==> src/rtl/spi_reg_responder_pkg.sv <==
// ============================================================================
// Module   : spi_pkg
// Purpose  : Shared types and constants for the SPI register responder.
// Revision : 1.0
// ============================================================================
`default_nettype none

package spi_pkg;

    typedef enum logic [1:0] {
        S_IDLE   = 2'd0,
        S_CMD    = 2'd1,
        S_DATA   = 2'd2,
        S_IGNORE = 2'd3
    } spi_state_t;

    localparam int         SPI_RW_BIT     = 7;
    localparam int         SPI_CMD_ADDR_W = 7;
    localparam logic [7:0] SPI_ID_BYTE    = 8'hA5;

endpackage

`default_nettype wire

==> src/rtl/spi_reg_responder_if.sv <==
// ============================================================================
// Module   : spi_reg_responder_if
// Purpose  : SPI pins plus host register port of the SPI register responder.
// Revision : 1.0
// ============================================================================
`default_nettype none

interface spi_reg_responder_if #(
    parameter int ADDR_W = 4
);
    logic              sclk;
    logic              cs;
    logic              mosi;
    logic              miso;
    logic [ADDR_W-1:0] host_addr;
    logic [7:0]        host_rdata;
    logic              hw_we;
    logic [ADDR_W-1:0] hw_addr;
    logic [7:0]        hw_wdata;
    logic              wr_valid;
    logic [ADDR_W-1:0] wr_addr;
    logic [7:0]        wr_data;
    logic              busy;
    logic              xfer_err;

    modport slave (
        input  sclk, cs, mosi, host_addr, hw_we, hw_addr, hw_wdata,
        output miso, host_rdata, wr_valid, wr_addr, wr_data, busy, xfer_err
    );

    modport master (
        output sclk, cs, mosi, host_addr, hw_we, hw_addr, hw_wdata,
        input  miso, host_rdata, wr_valid, wr_addr, wr_data, busy, xfer_err
    );
endinterface

`default_nettype wire

==> src/rtl/spi_resp_regfile.sv <==
// ============================================================================
// Module   : spi_resp_regfile
// Purpose  : Byte register file, SPI/host write ports (SPI wins), two reads.
// Revision : 1.0
// ============================================================================
`default_nettype none

module spi_resp_regfile #(
    parameter int         ADDR_W    = 4,
    parameter logic [7:0] RESET_VAL = 8'h00
) (
    input  wire logic              clk,
    input  wire logic              reset,
    input  wire logic              i_spi_we,
    input  wire logic [ADDR_W-1:0] i_spi_addr,
    input  wire logic [7:0]        i_spi_wdata,
    input  wire logic              i_host_we,
    input  wire logic [ADDR_W-1:0] i_host_addr,
    input  wire logic [7:0]        i_host_wdata,
    input  wire logic [ADDR_W-1:0] i_ra_addr,
    output logic [7:0]             o_ra_data,
    input  wire logic [ADDR_W-1:0] i_rb_addr,
    output logic [7:0]             o_rb_data
);
    localparam int c_DEPTH = 1 << ADDR_W;

    logic [7:0] r_mem [c_DEPTH];

    // SPI write is issued last so it overrides a same-index host write.
    always_ff @(posedge clk or posedge reset) begin
        if (reset) begin
            for (int i = 0; i < c_DEPTH; i++) begin
                r_mem[i] <= RESET_VAL;
            end
        end else begin
            if (i_host_we) r_mem[i_host_addr] <= i_host_wdata;
            if (i_spi_we)  r_mem[i_spi_addr]  <= i_spi_wdata;
        end
    end

    assign o_ra_data = r_mem[i_ra_addr];
    assign o_rb_data = r_mem[i_rb_addr];

endmodule

`default_nettype wire

==> src/rtl/spi_reg_responder.sv <==
// ============================================================================
// Module   : spi_reg_responder
// Purpose  : SPI mode-0 register responder; define SPI_RESP_AUTOINC_EN for bursts.
// Revision : 1.0
// ============================================================================
`default_nettype none

module spi_reg_responder
    import spi_pkg::*;
#(
    parameter int         ADDR_W    = 4,
    parameter logic [7:0] RESET_VAL = 8'h00,
    parameter logic [7:0] ID_BYTE   = SPI_ID_BYTE
) (
    input wire logic           clk,
    input wire logic           reset,
    spi_reg_responder_if.slave bus
);
    spi_state_t                r_state, w_state_next;
    logic                      r_sclk_prev, r_cs_prev, r_armed;
    logic [2:0]                r_bit_idx;
    logic [6:0]                r_rx;
    logic [7:0]                r_tx;
    logic                      r_miso, r_rw, r_busy, r_wr_valid, r_xfer_err;
    logic [SPI_CMD_ADDR_W-1:0] r_addr;
    logic [ADDR_W-1:0]         r_wr_addr;
    logic [7:0]                r_wr_data;

    logic       w_rise, w_fall, w_cs_fall, w_cs_rise, w_start;
    logic       w_byte_done, w_oor, w_spi_we;
    logic [7:0] w_byte, w_rd_data, w_load;

    assign w_rise      = !r_sclk_prev && bus.sclk;
    assign w_fall      = r_sclk_prev && !bus.sclk;
    assign w_cs_fall   = r_cs_prev && !bus.cs;
    assign w_cs_rise   = !r_cs_prev && bus.cs;
    // r_armed blocks a frame start until cs has been seen high since reset.
    assign w_start     = (r_state == S_IDLE) && w_cs_fall && r_armed;
    assign w_byte      = {r_rx, bus.mosi};
    assign w_byte_done = w_rise && (r_bit_idx == 3'd0);
    assign w_oor       = |r_addr[SPI_CMD_ADDR_W-1:ADDR_W];
    assign w_spi_we    = (r_state == S_DATA) && w_byte_done && !r_rw && !w_oor;
    assign w_load      = (r_rw && !w_oor) ? w_rd_data : 8'h00;

    spi_resp_regfile #(
        .ADDR_W    (ADDR_W),
        .RESET_VAL (RESET_VAL)
    ) u_regfile (
        .clk          (clk),
        .reset        (reset),
        .i_spi_we     (w_spi_we),
        .i_spi_addr   (r_addr[ADDR_W-1:0]),
        .i_spi_wdata  (w_byte),
        .i_host_we    (bus.hw_we),
        .i_host_addr  (bus.hw_addr),
        .i_host_wdata (bus.hw_wdata),
        .i_ra_addr    (bus.host_addr),
        .o_ra_data    (bus.host_rdata),
        .i_rb_addr    (r_addr[ADDR_W-1:0]),
        .o_rb_data    (w_rd_data)
    );

    always_ff @(posedge clk or posedge reset) begin
        if (reset) r_state <= S_IDLE;
        else       r_state <= w_state_next;
    end

    always_comb begin
        w_state_next = r_state;
        case (r_state)
            S_IDLE:   if (w_start) w_state_next = S_CMD;
            S_CMD:    if (w_byte_done) w_state_next = S_DATA;
            S_DATA: begin
`ifdef SPI_RESP_AUTOINC_EN
                w_state_next = S_DATA;
`else
                if (w_byte_done) w_state_next = S_IGNORE;
`endif
            end
            S_IGNORE: w_state_next = S_IGNORE;
            default:  w_state_next = S_IDLE;
        endcase
        if (r_state != S_IDLE && w_cs_rise) w_state_next = S_IDLE;
    end

    always_ff @(posedge clk or posedge reset) begin
        if (reset) begin
            r_sclk_prev <= 1'b0;
            r_cs_prev   <= 1'b1;
            r_armed     <= 1'b0;
            r_bit_idx   <= 3'd7;
            r_rx        <= '0;
            r_tx        <= '0;
            r_miso      <= 1'b0;
            r_rw        <= 1'b0;
            r_addr      <= '0;
            r_busy      <= 1'b0;
            r_wr_valid  <= 1'b0;
            r_wr_addr   <= '0;
            r_wr_data   <= '0;
            r_xfer_err  <= 1'b0;
        end else begin
            r_sclk_prev <= bus.sclk;
            r_cs_prev   <= bus.cs;
            r_wr_valid  <= 1'b0;
            r_xfer_err  <= 1'b0;
            r_busy      <= (w_state_next != S_IDLE);
            if (bus.cs) r_armed <= 1'b1;

            if (r_state != S_IDLE && w_cs_rise) begin
                r_miso     <= 1'b0;
                r_bit_idx  <= 3'd7;
                r_xfer_err <= (r_state == S_CMD || r_state == S_DATA) && (r_bit_idx != 3'd7);
            end else if (r_state == S_IDLE) begin
                if (w_start) begin
                    r_miso    <= ID_BYTE[7];
                    r_tx      <= {ID_BYTE[6:0], 1'b0};
                    r_bit_idx <= 3'd7;
                end
            end else begin
                if (w_rise) begin
                    r_rx      <= w_byte[6:0];
                    r_bit_idx <= r_bit_idx - 3'd1;
                    if (w_byte_done && r_state == S_CMD) begin
                        r_rw   <= w_byte[SPI_RW_BIT];
                        r_addr <= w_byte[SPI_CMD_ADDR_W-1:0];
                    end
                    if (w_byte_done && r_state == S_DATA) begin
                        if (w_spi_we) begin
                            r_wr_valid <= 1'b1;
                            r_wr_addr  <= r_addr[ADDR_W-1:0];
                            r_wr_data  <= w_byte;
                        end
`ifdef SPI_RESP_AUTOINC_EN
                        r_addr <= {r_addr[SPI_CMD_ADDR_W-1:ADDR_W],
                                   r_addr[ADDR_W-1:0] + ADDR_W'(1)};
`else
                        r_addr <= r_addr;
`endif
                    end
                end
                // The first fall after a data-phase byte boundary loads the next read byte.
                if (w_fall) begin
                    if (r_state == S_IGNORE) begin
                        r_miso <= 1'b0;
                        r_tx   <= '0;
                    end else if (r_state == S_DATA && r_bit_idx == 3'd7) begin
                        r_miso <= w_load[7];
                        r_tx   <= {w_load[6:0], 1'b0};
                    end else begin
                        r_miso <= r_tx[7];
                        r_tx   <= {r_tx[6:0], 1'b0};
                    end
                end
            end
        end
    end

    assign bus.miso     = r_miso;
    assign bus.busy     = r_busy;
    assign bus.wr_valid = r_wr_valid;
    assign bus.wr_addr  = r_wr_addr;
    assign bus.wr_data  = r_wr_data;
    assign bus.xfer_err = r_xfer_err;

endmodule

`default_nettype wire

==> src/flat_wrapper.sv <==
// flat-port wrapper written by rule: the top's interface ports become plain ports
module spi_reg_responder_flat import spi_pkg::*;
#(
    parameter int         ADDR_W    = 4,
    parameter logic [7:0] RESET_VAL = 8'h00,
    parameter logic [7:0] ID_BYTE   = SPI_ID_BYTE
)
  (clk, reset, bus_sclk, bus_cs, bus_mosi, bus_host_addr, bus_hw_we, bus_hw_addr, bus_hw_wdata, bus_miso, bus_host_rdata, bus_wr_valid, bus_wr_addr, bus_wr_data, bus_busy, bus_xfer_err);
  spi_reg_responder_if #(.ADDR_W(ADDR_W)) bus_i ();
  input wire logic clk;
  input wire logic reset;
  input wire logic [$bits(bus_i.sclk)-1:0] bus_sclk;
  input wire logic [$bits(bus_i.cs)-1:0] bus_cs;
  input wire logic [$bits(bus_i.mosi)-1:0] bus_mosi;
  input wire logic [$bits(bus_i.host_addr)-1:0] bus_host_addr;
  input wire logic [$bits(bus_i.hw_we)-1:0] bus_hw_we;
  input wire logic [$bits(bus_i.hw_addr)-1:0] bus_hw_addr;
  input wire logic [$bits(bus_i.hw_wdata)-1:0] bus_hw_wdata;
  output wire logic [$bits(bus_i.miso)-1:0] bus_miso;
  output wire logic [$bits(bus_i.host_rdata)-1:0] bus_host_rdata;
  output wire logic [$bits(bus_i.wr_valid)-1:0] bus_wr_valid;
  output wire logic [$bits(bus_i.wr_addr)-1:0] bus_wr_addr;
  output wire logic [$bits(bus_i.wr_data)-1:0] bus_wr_data;
  output wire logic [$bits(bus_i.busy)-1:0] bus_busy;
  output wire logic [$bits(bus_i.xfer_err)-1:0] bus_xfer_err;
  assign bus_i.sclk = bus_sclk;
  assign bus_i.cs = bus_cs;
  assign bus_i.mosi = bus_mosi;
  assign bus_i.host_addr = bus_host_addr;
  assign bus_i.hw_we = bus_hw_we;
  assign bus_i.hw_addr = bus_hw_addr;
  assign bus_i.hw_wdata = bus_hw_wdata;
  assign bus_miso = bus_i.miso;
  assign bus_host_rdata = bus_i.host_rdata;
  assign bus_wr_valid = bus_i.wr_valid;
  assign bus_wr_addr = bus_i.wr_addr;
  assign bus_wr_data = bus_i.wr_data;
  assign bus_busy = bus_i.busy;
  assign bus_xfer_err = bus_i.xfer_err;
  spi_reg_responder #(.ADDR_W(ADDR_W), .RESET_VAL(RESET_VAL), .ID_BYTE(ID_BYTE)) u_core (.clk(clk), .reset(reset), .bus(bus_i));
endmodule
==> config.mk <==
export PLATFORM = sky130hd
export DESIGN_NAME = spi_reg_responder_flat
export DESIGN_NICKNAME = d
export VERILOG_FILES = /design/src/rtl/spi_reg_responder_pkg.sv /design/src/rtl/spi_reg_responder_if.sv /design/src/rtl/spi_resp_regfile.sv /design/src/rtl/spi_reg_responder.sv /design/src/flat_wrapper.sv
export SDC_FILE = /design/constraint.sdc
export NUM_CORES = 1
export LEC_CHECK = 0
export CAP_MARGIN = 20
export CORE_MARGIN = 2
export CORE_UTILIZATION = 56
export DETAILED_ROUTE_END_ITERATION = 8
export PLACE_DENSITY = 0.85
export SETUP_SLACK_MARGIN = 0.1
export SYNTH_ARGS = -nofsm -noshare
export SYNTH_HDL_FRONTEND = slang
export SYNTH_HIERARCHICAL = 1
export SYNTH_SLANG_ARGS = --single-unit
export TNS_END_PERCENT = 5
==> constraint.sdc <==
create_clock -name clk -period 4.05 [get_ports clk]
set_input_delay 0.6075 -clock clk [delete_from_list [all_inputs] [get_ports clk]]
set_output_delay 0.6075 -clock clk [all_outputs]
set_load 0.01 [all_outputs]
==> metrics.txt <==
CP arrival=2.78 ns; fin crit share=between 80% and 90%; Leakage Power=around 0.0043 µW; via density per instance=roughly 8; Max Cap Viol=0; worst-skew pair later-pin latency=approximately 0.46 ns; Tightest Pin Transition=roughly 1.1 ns; die area=between 20000 and 25000 µm²; CTS Sinks=about 170; pin count of the biggest net entering global routing=55; FF+latch count, synth=around 170; synthesis-to-finish area growth=8.85%; wl on met1=about 12000 µm; CP Launch Type=input port; Met2 Wirelength=around 16000 µm; final instance count without filler cells=1292; status=finished, final reports clean; drt wl/cell=around 27 µm; grt ovf=0; Crit Path Max Fanout=9; syn avg cell area=just under 10 µm²; WHS Path Cells=1; EDFF count, synth=0; total track usage=between 30% and 40%; count of final hold-check violations=0; Seq/Total Area, Yosys=40.9%; Detailed Route Iter0 Violations=between 2000 and 2500; Clock transition at path regs=0.07 ns; critical path's slowest cell=mux4_2; H-tree depth=4; Die H=142 µm; R2R depth=7; Crit path buffers/inverters=3; post-CTS setup buffers=0; post-CTS sizing=0; setup TNS=0 ns; GPL Wtd Cong=about 1; core box area=18700 µm²; Distinct cells, synth=a little under 50; Mapped Nets=1138; Internal=approximately 3600 µW; clock network power share=just over 30%; cells after synthesis=about 1100; clock root buffer=clkbuf_16; PwrDens=roughly 470 nW/µm²; layout cells sized above 1=~17%; Critical Path RT=~3.4 ns; WL final=between 30000 and 40000 µm; Inst Count DP=between 1000 and 1500; initial core utilization=a little under three fifths; Max VDD drop=0.316 mV; Final setup viols=0; Largest delay share family, worst path=buffers and inverters; Rel. slew slack=between 20% and 30%; first-pass GRT wire length=around 56000 µm; max-slew violations=0; RSZ-0062 raised after global routing=no; critical path depth=6; ys flop type=dfrtp_1; total CTS buffers=17; DRT antenna net count=0; Longest Clk Path Bufs=2; P_sw=between 1500 and 2000 µW; worst min path class=reg2reg; ant diodes=0; DRC errors left=0; DR vias=between 10000 and 15000; Switching Share=around a third; post-layout min period=roughly 3.4 ns; Async SR Flop Fraction=between 90% and 100%; sequential share of power=a little under half; top layer in use=met4; final net count=1075; combinational share of power=21.8%; port bufs=45; warnings from Yosys=6; crit-path cells=buf_2, buf_4, mux4_2, a22oi_1, nand2_1, clkdlybuf4s50_1; metal3 WL=between 5000 and 6000 µm; Fmax achieved=around 300 MHz; DR pass1 iterations=8; initial antenna violation count=0; Worst Setup Path Type=in2out; CTS tree=yes; Chip Width=142 µm; Synth Cell Area=around 11000 µm²; vias in the first global route=around 10000; CP endpoint kind=output pin; hold buffers post-CTS=0; final setup skew=between 0.01 and 0.015 ns; Rows=50; Boundary Pins=46; Largest stage delay, worst path=between 0.5 and 0.6 ns; HPWL Detailed=20700 µm
==> layer usage <==
metal	up-vias	GRT usage [%]
met2	1079	54.4
li1	4094	-
met5	-	0
met3	215	11.6
met4	0	19.4
met1	4891	46.1
==> synth_stat cells (2+ instances only) <==
library cell | n | area, µm²
dfrtp_1 | 170 | 4250
nor3_1 | 138 | 691
nand3_1 | 132 | 661
a31oi_1 | 129 | 807
o21ai_0 | 129 | 646
clkbuf_1 | 118 | 443
mux4_2 | 64 | 1440
a22oi_1 | 32 | 240
nand2_1 | 22 | 82.6
buf_2 | 21 | 105
mux2_2 | 17 | 191
or2_2 | 16 | 100
mux2_4 | 10 | 150
buf_1 | 9 | 33.8
inv_1 | 9 | 33.8
a21oi_1 | 8 | 40.0
a22o_1 | 8 | 70.1
ha_1 | 8 | 100
nor2_1 | 7 | 26.3
nor2b_1 | 6 | 37.5
nand2b_1 | 5 | 31.3
buf_4 | 4 | 30.0
dfstp_2 | 4 | 105
nand3b_1 | 4 | 30.0
a221oi_1 | 3 | 26.3
and2_1 | 3 | 18.8
and3_1 | 3 | 18.8
and3b_1 | 2 | 17.5
buf_6 | 2 | 22.5
clkbuf_2 | 2 | 10.0
nor4_1 | 2 | 12.5
or2_0 | 2 | 12.5
or2_1 | 2 | 12.5
or3b_1 | 2 | 17.5
==> layout by cell type (no fill, tap or decap), types with 5 or more instances in the layout <==
cell type and n:
inv_1 7, or2_2 16, nand2b_1 5, ha_1 8
nand3_1 132, nor3_1 138, a31oi_1 129, clkdlybuf4s50_1 44
clkbuf_16 17, mux2_2 17, nor2_1 6, nand2_1 22
mux2_4 10, a21oi_1 8, o21ai_0 129, a22oi_1 32
dfrtp_1 169, inv_6 6, mux4_2 64, buf_4 26
a22o_1 8
==> kinds of logic (layout without fill, tap and decap cells) <==
family | after synthesis | in the layout | synth area share (%)
simple gates | 359 | 359 | 17.8
compound gates | 310 | 310 | 17.2
flops | 174 | 174 | 40.9
buf+inv | 165 | 115 | 6.36
mux | 92 | 92 | 16.8
fa+ha+maj | 8 | 8 | 0.939
==> state kept, by name (all words and copies together) (netlist names), 2 cells and up <==
signal,flops
u_core/u_regfile/r_mem,128
u_core/bus.wr_addr,4
u_core/r_state,2
u_core/r_bit_idx,3
u_core/r_rx,7
u_core/r_tx,7
u_core/bus.wr_data,8
u_core/r_addr,7
==> metrics by stage <==
step | total power [µW] | hold WS (ns) | cell area, µm² | util [%] | worst slack [ns]
floorplan | 3270 | 0.432 | 10700 | - | 1.48
global placement | 3680 | 0.455 | 11000 | 59.0 | 0.694
detailed placement | 3760 | 0.478 | 11000 | 59.0 | 0.583
CTS | 5400 | 0.500 | 11600 | 62.1 | 0.728
global route | 5670 | 0.520 | 11600 | 62.1 | 0.643
finish | 5490 | 0.484 | 11600 | 62.1 | 0.665
==> power by group through the flow <==
stage	clock [µW]	combinational (µW)	sequential [µW]
floorplan	0	977	2290
global placement	0	1100	2580
detailed placement	0	1150	2600
CTS	1650	1160	2580
global route	1740	1280	2650
finish	1660	1200	2630
==> final cells by class <==
type,count,area [µm²]
well taps,234,293
multi-input cells,769,5640
clock inverters,15,150
inverters,9,37.5
clock buffers,17,425
repair buffers,74,701
flip-flops and latches,174,4360
fillers,1438,7100
==> worst paths after layout <==
check	from	endpoint	slack [ns]
max	bus_host_addr[0]	bus_host_rdata[0]	0.67
min	u_core/r_armed	u_core/r_armed	0.48
max reg2reg	u_core/r_state[0]	u_core/u_regfile/r_mem[57]	0.71
min reg2reg	u_core/r_armed	u_core/r_armed	0.48
max in group asynchronous	reset	u_core/u_regfile/r_mem[101]	2.54
min in group asynchronous	reset	u_core/u_regfile/r_mem[50]	0.71
Power figures use the tool's default switching activity.
